<file path="config.mk">
export PLATFORM = sky130hd
export DESIGN_NAME = scs8hd_buf_pipe
export DESIGN_NICKNAME = d
export VERILOG_FILES = /design/src/rtl/scs8hd_buf_pipe.sv
export SDC_FILE = /design/constraint.sdc
export NUM_CORES = 1
export LEC_CHECK = 0
export BUFFER_PORTS_ARGS = -buffer_cell sky130_fd_sc_hd__buf_2
export CAP_MARGIN = 20
export CELL_PAD_IN_SITES_DETAIL_PLACEMENT = 1
export CELL_PAD_IN_SITES_GLOBAL_PLACEMENT = 2
export CORE_AREA = 5 5 42 44
export CTS_CLUSTER_SIZE = 10
export DETAILED_ROUTE_END_ITERATION = 16
export DIE_AREA = 0 0 47 49
export GPL_TIMING_DRIVEN = 0
export PLACE_DENSITY = 0.71
export SLEW_MARGIN = 20
export SYNTH_ARGS = -nofsm -noshare
export SYNTH_HDL_FRONTEND = slang
export SYNTH_SLANG_ARGS = --single-unit
</file>
<file path="constraint.sdc">
create_clock -name clk -period 1.48 [get_ports clk]
set_input_delay 0.074 -clock clk [delete_from_list [all_inputs] [get_ports clk]]
set_output_delay 0.074 -clock clk [all_outputs]
set_load 0.01 [all_outputs]
</file>
<file path="src/rtl/scs8hd_buf_pipe.sv">
`default_nettype none
// ============================================================================
// Module   : scs8hd_buf_pipe
// Function : ready/valid FIFO buffer, DEPTH entries, one-cycle latency.
// Revision : 1.0
// ============================================================================
module scs8hd_buf_pipe #(
   parameter int WIDTH = 1,
   parameter int DEPTH = 2,
   parameter int CW    = $clog2(DEPTH + 1)
) (
   input  logic             clk,
   input  logic             reset,
   input  logic [WIDTH-1:0] A,
   input  logic             a_valid,
   output logic             a_ready,
   output logic [WIDTH-1:0] X,
   output logic             x_valid,
   input  logic             x_ready,
   output logic [CW-1:0]    count
);

   localparam int                c_PTR_W    = $clog2(DEPTH);
   localparam logic [c_PTR_W-1:0] c_LAST_PTR = c_PTR_W'(DEPTH - 1);
   localparam logic [CW-1:0]      c_FULL_CNT = CW'(DEPTH);

   logic [WIDTH-1:0]   r_mem [DEPTH];
   logic [c_PTR_W-1:0] r_wr_ptr;
   logic [c_PTR_W-1:0] r_rd_ptr;
   logic [CW-1:0]      r_count;

   logic               w_push;
   logic               w_pop;

   // Handshake flags depend only on the registered count.
   assign a_ready = (r_count < c_FULL_CNT);
   assign x_valid = (r_count != '0);
   assign X       = x_valid ? r_mem[r_rd_ptr] : '0;
   assign count   = r_count;

   assign w_push  = a_valid & a_ready;
   assign w_pop   = x_valid & x_ready;

   function automatic logic [c_PTR_W-1:0] next_ptr(input logic [c_PTR_W-1:0] ptr);
      return (ptr == c_LAST_PTR) ? '0 : ptr + c_PTR_W'(1);
   endfunction

   // Storage is not reset; stale entries are masked by x_valid.
   always_ff @(posedge clk) begin
      if (!reset && w_push) begin
         r_mem[r_wr_ptr] <= A;
      end
   end

   always_ff @(posedge clk) begin
      if (reset) begin
         r_wr_ptr <= '0;
         r_rd_ptr <= '0;
         r_count  <= '0;
      end else begin
         if (w_push) begin
            r_wr_ptr <= next_ptr(r_wr_ptr);
         end
         if (w_pop) begin
            r_rd_ptr <= next_ptr(r_rd_ptr);
         end
         case ({w_push, w_pop})
            2'b10:   r_count <= r_count + CW'(1);
            2'b01:   r_count <= r_count - CW'(1);
            default: r_count <= r_count;
         endcase
      end
   end

endmodule
`default_nettype wire

</file>
==> impl_metrics.tcl <==
set metrics [dict create \
    fillers 175 \
    final_util_pct 28.7 \
    vias 224 \
    synth_simple_gate_area_share_pct 16.3 \
    synth-seq-cells 7 \
    setup_slack_ps 88.0 \
    maxSlewViolCount 0 \
    synthMuxAreaShare_pct 3.43 \
    cp_max_fo 7 \
    critPathMaxStageDelay_ps 350 \
    worst_slew_pin_slew_ps 214 \
    grt_overflow 0 \
    synth_compound_area_share_pct 6.44 \
    cp_slowest_cell "dfxtp_1" \
    async_reset_ff_share_pct 0 \
    finalCritPeriodShare_pct 94.1 \
    place_area_um2 357 \
    placed_cells 53 \
    r2r_start "count[1]" \
    dieArea_um2 2300 \
    drt-total-wl_um 541 \
    portBuffers 9 \
    hp-class "in2reg" \
    fin_area_um2 403 \
    setup_viol 0 \
    ys.warnings.count 0 \
    drc 0 \
    drt_pass1_iterations 2 \
    clk_pin_slew_ps 50 \
    num_rows 14 \
    min_from "A" \
    grt_usage_pct 5.52 \
    synth_cells 28 \
    worstPathRequired_ps 1660 \
    crit_chain "o21a_2 > ha_4 > xnor2_1 > or3_1 > a21oi_1" \
    min_period_ps 1390 \
    finalWeightedCongestion 0.683 \
    synthTopCellsByCount "6 x nor2_1, 5 x dfxtp_1" \
    holdWs_ps 14.9 \
    synth_edf_count 2 \
    die_w_um 47 \
    synth-adder-area-share_pct 4.29 \
    hpwl_um 400 \
    p_comb_share_pct 43.0 \
    antenna_found_initial 0 \
    leakagePower_nw 0.169 \
    cp_num_buf_inv 0 \
    grt_pass1_wl_um 841 \
    start_util_pct 20.8 \
    synth_top_family_by_area "simple AND/OR/NAND/NOR gates" \
    ys.flop_type "dfxtp_1" \
    yosys.area.top_type "dfxtp_1" \
    seq_area_frac_synth_pct 54.9 \
    fin_skew_ps 2.98 \
    htree_levels 1 \
    ys_top_cells_by_area "dfxtp_1 34%, edfxtp_1 21%, nor2_1 7.7%" \
    wl_per_cell_um 9.49 \
    stdcell_count 57 \
    cts.sinks 7 \
    layout.nets 48 \
    crit_family "compound AO/OA/AOI/OAI gates" \
    core-area_um2 1400 \
    cts_tree "yes" \
    ant_nets 0 \
    drv_cap 0 \
    fin_setup_tns_ps 0 \
    pin_count 10 \
    p_clk_share_pct 19.7 \
    syn_nets 34 \
    outcome "complete, no violations" \
    grt_pass1_vias 191 \
    synth_xor_area_share_pct 12.0 \
    swShare_pct 35.1 \
    die_y_um 49 \
    rsz0062_at_grt "no" \
    viasPerCell 3.93 \
    syn-cell-area_um2 292 \
    hold_buffers 0 \
    place_ws_ps -11.7 \
    area_delta_synth_final_pct 38.2 \
    power_per_cell_area_nw_per_um2 2110 \
    totalPowerFinal_mw 0.850 \
    layout-drive-gt1-share_pct 36.6 \
    avgSynthCellArea_um2 10.4 \
    ys_types 15 \
    crit_start "count[1]" \
    slew_headroom_pct 85.7 \
    n_antenna_cell 0 \
    worstPathArrival_ps 1580 \
    drt-initial-drc-count 2 \
    max_freq_ghz 0.718 \
    clk_path_buf_depth 2 \
    synth_most_common_cell "nor2_1" \
    vdd_drop_max_mv 0.712 \
    yosys.area.top_type_share_pct 34.3 \
    p_switching_mw 0.298 \
    cp-start-kind "flop" \
    pwr-share-seq_pct 37.3 \
    numCtsBuffers 3 \
    endpoint_kind "flop" \
    internal-power_mw 0.551 \
    worstSetupPathType "reg2reg" \
    grt_max_degree 8 \
    cts-root-buf "clkbuf_4" \
    insertion_delay_ps 250 \
    hold_viol 0 \
]
layer usage:
layer	share of wire [%]	vias to the layer above	GRT usage, %	wire length, um
met1	40	99	5.80	217
met3	10	0	5.90	54
met4	0	0	2.76	0
met5	0	-	0	0
li1	-	119	-	-
met2	50	6	6.79	269
power groups by stage:
stage	Combinational (mW)	Clock (mW)	Sequential, mW
5_1_grt	0.403	0.194	0.330
4_1_cts	0.363	0.175	0.319
3_3_place_gp	0.332	0	0.321
6_report	0.365	0.168	0.317
3_5_place_dp	0.333	0	0.322
2_1_floorplan	0.218	0	0.324
cells in the final DEF (no fill, tap or decap), types with 2 or more instances in the layout:
| master | Yosys | final |
|---|---|---|
| buf_2 | 0 | 9 |
| dfxtp_1 | 5 | 5 |
| xnor2_1 | 2 | 2 |
| edfxtp_1 | 2 | 2 |
| clkbuf_4 | 0 | 3 |
| xor2_1 | 2 | 2 |
| inv_1 | 2 | 2 |
| nor2_1 | 6 | 6 |
cell families after synthesis:
family | Yosys count
compound gates | 3
xor+xnor | 4
fa+ha+maj | 1
buf+inv | 2
flops | 7
mux | 1
simple gates | 10
final timing paths:
check                           endpoint  slack [ps]  depth (start not counted)
worst max-delay path            count[1]          90                          5
worst min-delay path            r_mem[0]          10                          1
worst max register to register  count[1]          90                          5
worst min register to register      flop         510                          2
area by class of cell:
type | instances | area (um2) | area share (%)
Sequential cell | 7 | 160 | 39.8
Tap cell | 16 | 20.0 | 4.97
Inverter | 2 | 7.51 | 1.86
Clock buffer | 4 | 26.3 | 6.52
Timing Repair Buffer | 9 | 45.0 | 11.2
Multi-Input combinational cell | 19 | 144 | 35.7
repair_timing:
item                                    CTS  global route
endpoints found under the setup margin    1             1
pin swaps                                 0             0
buffers inserted                          0             0
resized for setup                         2             1
Note: power is estimated with default switching activity, not from simulation.
